## src/rtl/prog_counter_if.sv

```systemverilog
// Next-PC / PC bus between the next-address logic and the program counter.
// The master drives the load request and the slave returns the current address.
interface prog_counter_if #(
    parameter int ADDR_W = 8
);
    logic [ADDR_W-1:0] adrs_in;
    logic              en_pc;
    logic [ADDR_W-1:0] adrs_out;

    modport master (
        output adrs_in,
        output en_pc,
        input  adrs_out
    );

    modport slave (
        input  adrs_in,
        input  en_pc,
        output adrs_out
    );
endinterface

```

## src/rtl/prog_counter.sv

```systemverilog
// Program counter register with synchronous active-high clear and a load enable.
// Define PC_AUTOINC_EN to make the counter increment (wrapping) whenever no load is requested.
module prog_counter #(
    parameter int                ADDR_W     = 8,
    parameter logic [ADDR_W-1:0] RESET_ADDR = '0
) (
    input  logic             clk,
    input  logic             clr,
    prog_counter_if.slave    bus
);

    logic [ADDR_W-1:0] pc_q;
    logic [ADDR_W-1:0] pc_d;

    // Load has priority over the optional increment; without the macro the PC simply holds.
    always_comb begin
        pc_d = pc_q;
        if (bus.en_pc) begin
            pc_d = bus.adrs_in;
        end
`ifdef PC_AUTOINC_EN
        else begin
            pc_d = pc_q + ADDR_W'(1);
        end
`endif
    end

    always_ff @(posedge clk) begin
        if (clr) begin
            pc_q <= RESET_ADDR;
        end else begin
            pc_q <= pc_d;
        end
    end

    assign bus.adrs_out = pc_q;

endmodule

```

## src/flat_wrapper.sv

```systemverilog
// flat-port wrapper written by rule: the top's interface ports become plain ports
module prog_counter_flat 
#(
    parameter int                ADDR_W     = 8,
    parameter logic [ADDR_W-1:0] RESET_ADDR = '0
)
  (clk, clr, bus_adrs_in, bus_en_pc, bus_adrs_out);
  prog_counter_if #(.ADDR_W(ADDR_W)) bus_i ();
  input  logic clk;
  input  logic clr;
  input wire logic [$bits(bus_i.adrs_in)-1:0] bus_adrs_in;
  input wire logic [$bits(bus_i.en_pc)-1:0] bus_en_pc;
  output wire logic [$bits(bus_i.adrs_out)-1:0] bus_adrs_out;
  assign bus_i.adrs_in = bus_adrs_in;
  assign bus_i.en_pc = bus_en_pc;
  assign bus_adrs_out = bus_i.adrs_out;
  prog_counter #(.ADDR_W(ADDR_W), .RESET_ADDR(RESET_ADDR)) u_core (.clk(clk), .clr(clr), .bus(bus_i));
endmodule
```

## config.mk

```make
export PLATFORM = sky130hd
export DESIGN_NAME = prog_counter_flat
export DESIGN_NICKNAME = d
export VERILOG_FILES = /design/src/rtl/prog_counter_if.sv /design/src/rtl/prog_counter.sv /design/src/flat_wrapper.sv
export SDC_FILE = /design/constraint.sdc
export NUM_CORES = 1
export LEC_CHECK = 0
export CORE_AREA = 4 4 41 43
export CTS_CLUSTER_SIZE = 8
export DETAILED_ROUTE_END_ITERATION = 12
export DIE_AREA = 0 0 45 47
export DONT_BUFFER_PORTS = 1
export PLACE_DENSITY_LB_ADDON = 0.2
export SYNTH_ARGS = -nofsm -noshare
export SYNTH_HDL_FRONTEND = slang
export SYNTH_SLANG_ARGS = --single-unit
```

## constraint.sdc

```tcl
create_clock -name clk -period 0.81 [get_ports clk]
set_clock_uncertainty 0.2 [all_clocks]
set_input_delay 0.162 -clock clk [delete_from_list [all_inputs] [get_ports clk]]
set_output_delay 0.162 -clock clk [all_outputs]
set_load 0.1 [all_outputs]
```

==> results.md, run 1 <==
- Setup_tns: -2700 ps
- Final setup violation count: 16
- Top Ports: 19
- Largest net degree at the start of global routing: 9
- Post-CTS Setup Inserts: 0
- R2R Path Start: u_core.bus.adrs_out[1]
- Element type at the critical path end: output pin
- Finished Core Util: 0.386
- Vias: 215
- Initial Utilization: 0.219
- Iteration-0 DRC Markers: 3
- DR WL/cell: 13.6 um
- Post-synthesis simple-gate area fraction: 0.105
- CP max-delay cell: dfxtp_4
- # clock sinks: 8
- RSZ-0062 raised after global routing: true
- H-tree levels: 1
- CP Depth: 1
- Synth area leader: dfxtp_1
- Ys flop type: dfxtp_1
- CTS root buffer: clkbuf_4
- Worst path required time: 450 ps
- Critical path data arrival time: 780 ps
- Fin. Hold Viols: 8
- Post-synth EDFFs: 0
- Fmax: 0.875 GHz
- Port Buffers: 0
- Clock tree buffer depth: 2
- DRC: 0
- Post-synthesis compound-gate area fraction: 0
- Synth cell count leaders: 8 x dfxtp_1, 8 x mux2i_1, 8 x nor2_1
- Pins Over Slew Limit: 0
- Top post-synthesis cells by area: dfxtp_1 56%, mux2i_1 28%, nor2_1 11%
- GPL Wtd Cong: 0.621
- Vias per cell: 4.30
- Post-Syn Nets: 37
- Failing checks: hold timing, setup timing
- Mux contribution to synthesized area: 0.281
- R2R cell count: 2
- YS warnings: 0
- Hold WC Path Type: primary input to flop
- Fin nets: 48
- Crit-path max cell delay: 360 ps
- FP Rows: 13
- Die extent in y: 47 um
- Post-synthesis cell count: 26
- Clk Latency, worst-skew pair: 250 ps
- Final worst-path cycle share: 1.41
- Detailed placement HPWL: 578 um
- Num CTS Buffers: 3
- Pwr Density: 2060 nW/um2
- Lkg Pwr: 0.215 nW
- Max-slew headroom: 0.904
- Register area share after synthesis: 0.561
- XOR/XNOR Fraction of Synth Area: 0
- FILL cells: 132
- Post-Synthesis Cell Area: 285 um2
- Max Cap Viol: 0
- Tightest Pin Transition: 140 ps
- CP endpoint: bus_adrs_out[5]
- Crit path max fanout: 2
- Grt total ovfl: 0
- Largest family of logic cells by synthesized area: multiplexers
- Setup ws final: -333 ps
- Worst ir drop on vdd: 915 uV
- CP bufs+invs: 1
- Routed WL: 679 um
- Die area: 2120 um2
- Avg Synthesized Cell Area: 11.0 um2
- Vias in the first global route: 244
- Crit path from: u_core.bus.adrs_out[5]
- Cell family with most CP delay: flip-flops
- Layout area overhead: 75.9%
- Adder and majority gate portion of the synthesized area: 0
- R2R setup slack: -30 ps
- GRT Total Usage: 0.0744
- Overall Power: 1.03 mW
- First-pass GRT wire length: 1040 um
- Share of layout cells above drive strength 1: 0.543
- N_diodes: 0
- Reg clk slew, reported paths: 60 ps
- Seq cells post-synth: 8
- Antenna Nets Post-Route: 0
- Area occupied by multi-input gates: 110 um2
- PostCTS Resize Cnt: 0
- Outcome: finished, violations left
- Setup crit start kind: flop
- Largest register FFs: 8
- Core Box Area: 1300 um2
- Crit-path cells: buf_12
- Setup CP Type: flop to output pin
- Yosys cell types: 5
- Yosys top cell area share: 0.561
- Initial antenna violation count: 0
- Async S/R FF share, synth: 0
- Final min period: 1140 ps
- CTS tree: built
- Pre-antenna DRT Iters: 4
- Register Area: 190 um2
- FF-to-FF End: u_core.bus.adrs_out[1]
- Die Span X: 45 um
- Hold_ws: -238 ps
-- layout make-up --
cell class              instances  share of cell area
flip-flops and latches          8               0.379
repair buffers                  8               0.319
multi-input cells              16               0.219
clock buffers                   3              0.0449
well taps                      15              0.0374
-- where the power goes --
group	switching, mW	internal (mW)	leakage (nW)
Sequential	0.0238	0.409	0.0713
Clock	0.130	0.169	0.0138
Combinational	0.191	0.112	0.130
Total	0.345	0.690	0.215
-- repair_timing --
action / 4_1_cts / 5_1_grt
cloned: 0 / 0
endpoints found under the hold margin: 8 / 8
setup endpoints to repair: 16 / 16
-- metal layers --
metal | vias up | routed length [um] | GRT usage
met3 | 0 | 132 | 0.0843
li1 | 103 | - | -
met1 | 95 | 202 | 0.0525
met4 | 0 | 0 | 0.0175
met2 | 17 | 345 | 0.130
met5 | - | 0 | 0
-- worst min path at each step --
| stage | startpoint | end | slack (ps) | depth (start not counted) |
|---|---|---|---|---|
| floorplan | bus_adrs_in[0] | u_core.bus.adrs_out[0] | 110 | 2 |
| detailed placement | clr | u_core.bus.adrs_out[5] | 30 | 1 |
| finish | clr | u_core.bus.adrs_out[5] | -240 | 1 |
| CTS | clr | u_core.bus.adrs_out[5] | -250 | 1 |
| global route | clr | u_core.bus.adrs_out[5] | -250 | 1 |
| global placement | clr | u_core.bus.adrs_out[5] | 30 | 1 |
-- cells in the final DEF, fill, tap and decap left out, drive strengths merged --
cell type / n
buf: 8
clkbuf: 3
dfxtp: 8
mux2i: 8
nor2: 8
-- stage by stage --
| step | instances | hold slack (ps) | setup WS (ps) | cell area [um2] |
|---|---|---|---|---|
| global placement | 47 | 26.2 | -54.5 | 479 |
| floorplan | 26 | 108 | -157 | 315 |
| detailed placement | 47 | 27.6 | -59.0 | 479 |
| CTS | 50 | -249 | -346 | 502 |
| global route | 50 | -251 | -357 | 502 |
| finish | 50 | -238 | -333 | 502 |
-- cell families (layout without fill, tap and decap cells) --
logic type	after synthesis	after routing
buffers and inverters	2	11
muxes	8	8
DFF	8	8
and+or+nand+nor	8	8
No activity file was read; power rests on OpenSTA's default activity.
==> run 2, diff against run 1 <==
MAX_ROUTING_LAYER = met4   (was not set)
SLEW_MARGIN = 25   (was not set)
==> run 2 against run 1 <==
The run still ends with hold timing, setup timing left. Register-to-register slack hardly changed. Maximum frequency is 0.15% lower. Combinational power hardly changed. Critical path depth stayed put. Cell area stayed put. Die area stayed put. Sequential power hardly changed. Sequential cell count stayed put. First-iteration DRC count is 33% lower. Power is 0.18% higher. Hold slack worse by 0.91 ps. Core utilization stayed put. Highest routed layer unchanged.
==> results.md, run 2 (synthesis results as in run 1) <==
- Die area: 2120 um2 (unchanged)
- CP max-delay cell: dfxtp_4
- Fin. Hold Viols: 8 (unchanged)
- FILL cells: 132 (unchanged)
- Fin nets: 48 (unchanged)
- Pwr Density: 2070 nW/um2 (+0.18%)
- Die Span X: 45 um (unchanged)
- First-pass GRT wire length: 1040 um (unchanged)
- # clock sinks: 8 (unchanged)
- Hold WC Path Type: primary input to flop
- Pre-antenna DRT Iters: 4 (unchanged)
- Hold Path Depth: 1 (unchanged)
- DR WL/cell: 13.7 um (+0.74%)
- Port Buffers: 0 (unchanged)
- Most frequent cells in the layout: 8 x mux2i_1, 8 x nor2_1, 8 x buf_12, 8 x dfxtp_4, 3 x clkbuf_4
- R2R cell count: 2 (unchanged)
- Largest register FFs: 8 (unchanged)
- Crit path max fanout: 2 (unchanged)
- Switching portion of total power: 0.335 (+0.00115)
- Sequential power share: 0.417 (about the same)
- Switch Pwr: 347 uW (+0.53%)
- Cell area after layout: 502 um2 (unchanged)
- PostCTS Resize Cnt: 0 (unchanged)
- Tightest Pin Transition: 140 ps (-0.265 ps)
- H-tree levels: 1 (unchanged)
- Combinational Power Share: 0.292 (about the same)
- Hold_ws: -239 ps (-0.915 ps)
- RSZ-0062 raised after global routing: true
- Placed Instances: 47 (unchanged)
- Final min period: 1140 ps (+1.73 ps)
- Pins Over Slew Limit: 0 (unchanged)
- Fmax: 0.874 GHz (-0.15%)
- CTS tree: built
- Grt total ovfl: 0 (unchanged)
- Iteration-0 DRC Markers: 2 (-1)
- Clock tree buffer depth: 2 (unchanged)
- Hold_sp: clr
- CP bufs+invs: 1 (unchanged)
- Internal: 690 uW (about the same)
- GRT Total Usage: 0.0768 (+0.00243)
- Outcome: finished, violations left
- Crit-path max cell delay: 360 ps (about the same)
- Vias in the first global route: 240 (-1.6%)
- Reg clk slew, reported paths: 60 ps (about the same)
- Post-CTS Setup Inserts: 0 (unchanged)
- Share of layout cells above drive strength 1: 0.543 (unchanged)
- Die extent in y: 47 um (unchanged)
- Worst ir drop on vdd: 915 uV (about the same)
- Element type at the critical path end: output pin
- Num CTS Buffers: 3 (unchanged)
- FP Rows: 13 (unchanged)
- Worst path required time: 450 ps (about the same)
- FF-to-FF End: u_core.bus.adrs_out[1]
- Final setup violation count: 16 (unchanged)
- Lkg Pwr: 0.215 nW (unchanged)
- Vias per cell: 4.28 (-0.47%)
- DRC: 0 (unchanged)
- Dpl cell area: 479 um2 (unchanged)
- Final non-filler cell total: 50 (unchanged)
- Layout area overhead: 75.9% (unchanged)
- Routed WL: 684 um (+0.74%)
- Initial antenna violation count: 0 (unchanged)
- Top Ports: 19 (unchanged)
- Detailed placement HPWL: 578 um (unchanged)
- R2R Path Start: u_core.bus.adrs_out[1]
- CTS root buffer: clkbuf_4
- GPL Wtd Cong: 0.626 (+0.76%)
- Clk Latency, worst-skew pair: 250 ps (about the same)
- Final worst-path cycle share: 1.41 (+0.00213)
- Cell family with most CP delay: flip-flops
- Crit-path cells: buf_12
- Failing checks: hold timing, setup timing
- Initial Utilization: 0.219 (unchanged)
- Core Box Area: 1300 um2 (unchanged)
- Setup crit start kind: flop
- Setup ws final: -335 ps (-1.73 ps)
- Antenna Nets Post-Route: 0 (unchanged)
- N_diodes: 0 (unchanged)
- Clk network pwr share: 0.290 (about the same)
- Max Cap Viol: 0 (unchanged)
- Critical path data arrival time: 780 ps (about the same)
- Largest net degree at the start of global routing: 9 (unchanged)
- Vias: 214 (-0.47%)
- Hold Path Sink: u_core.bus.adrs_out[5]
- Setup CP Type: flop to output pin
- Max-slew headroom: 0.904 (about the same)
- R2R setup slack: -30 ps (about the same)
run 2: cell counts in the layout (fill, tap and decap cells not counted):
Identical to the previous run, type by type.
run 2: power by group through the flow:
stage | sequential (mW) | clock [mW] | combinational, mW
after global routing | 0.435 | 0.332 | 0.312
after floorplan | 0.599 | 0 | 0.0497
final | 0.433 | 0.301 | 0.303
after detailed placement | 0.441 | 0 | 0.305
after global placement | 0.440 | 0 | 0.302
after CTS | 0.433 | 0.316 | 0.306
run 2: how the worst max path moves through the flow:
stage / to / slack, ps / cells after the start / startpoint
after floorplan: u_core.bus.adrs_out[0] / -160 / 2 / u_core.bus.adrs_out[0]
after global placement: bus_adrs_out[5] / -50 / 1 / u_core.bus.adrs_out[5]
after detailed placement: bus_adrs_out[5] / -60 / 1 / u_core.bus.adrs_out[5]
after CTS: bus_adrs_out[5] / -350 / 1 / u_core.bus.adrs_out[5]
after global routing: bus_adrs_out[5] / -360 / 1 / u_core.bus.adrs_out[5]
final: bus_adrs_out[5] / -330 / 1 / u_core.bus.adrs_out[5]
run 2: metal layers:
| metal | wire length (um) | GRT usage | vias to the layer above |
|---|---|---|---|
| met5 | 0 | - | - |
| met4 | 0 | 0.0175 | 0 |
| met3 | 116 | 0.0766 | 0 |
| met2 | 344 | 0.130 | 17 |
| li1 | - | - | 103 |
| met1 | 222 | 0.0571 | 94 |
run 2: final cells by class:
| class | count | area (um2) | share of cell area |
|---|---|---|---|
| flip-flops and latches | 8 | 190 | 0.379 |
| repair buffers | 8 | 160 | 0.319 |
| multi-input cells | 16 | 110 | 0.219 |
| clock buffers | 3 | 22.5 | 0.0449 |
| well taps | 15 | 18.8 | 0.0374 |
run 2: timing repair:
action,4_1_cts,5_1_grt
setup endpoints to repair,16,16
pin swaps,0,0
endpoints found under the hold margin,8,8
run 2: metrics by stage:
stage          setup WS, ps  hold WS [ps]  power, mW  TNS [ps]  utilization
3_3_place_gp          -54.5          26.2      0.742      -433        0.368
2_1_floorplan          -157           108      0.649     -1740            -
4_1_cts                -346          -249       1.05     -2850        0.386
6_report               -335          -239       1.04     -2710        0.386
5_1_grt                -357          -251       1.08     -3200        0.386
3_5_place_dp          -59.0          27.6      0.747      -548        0.368
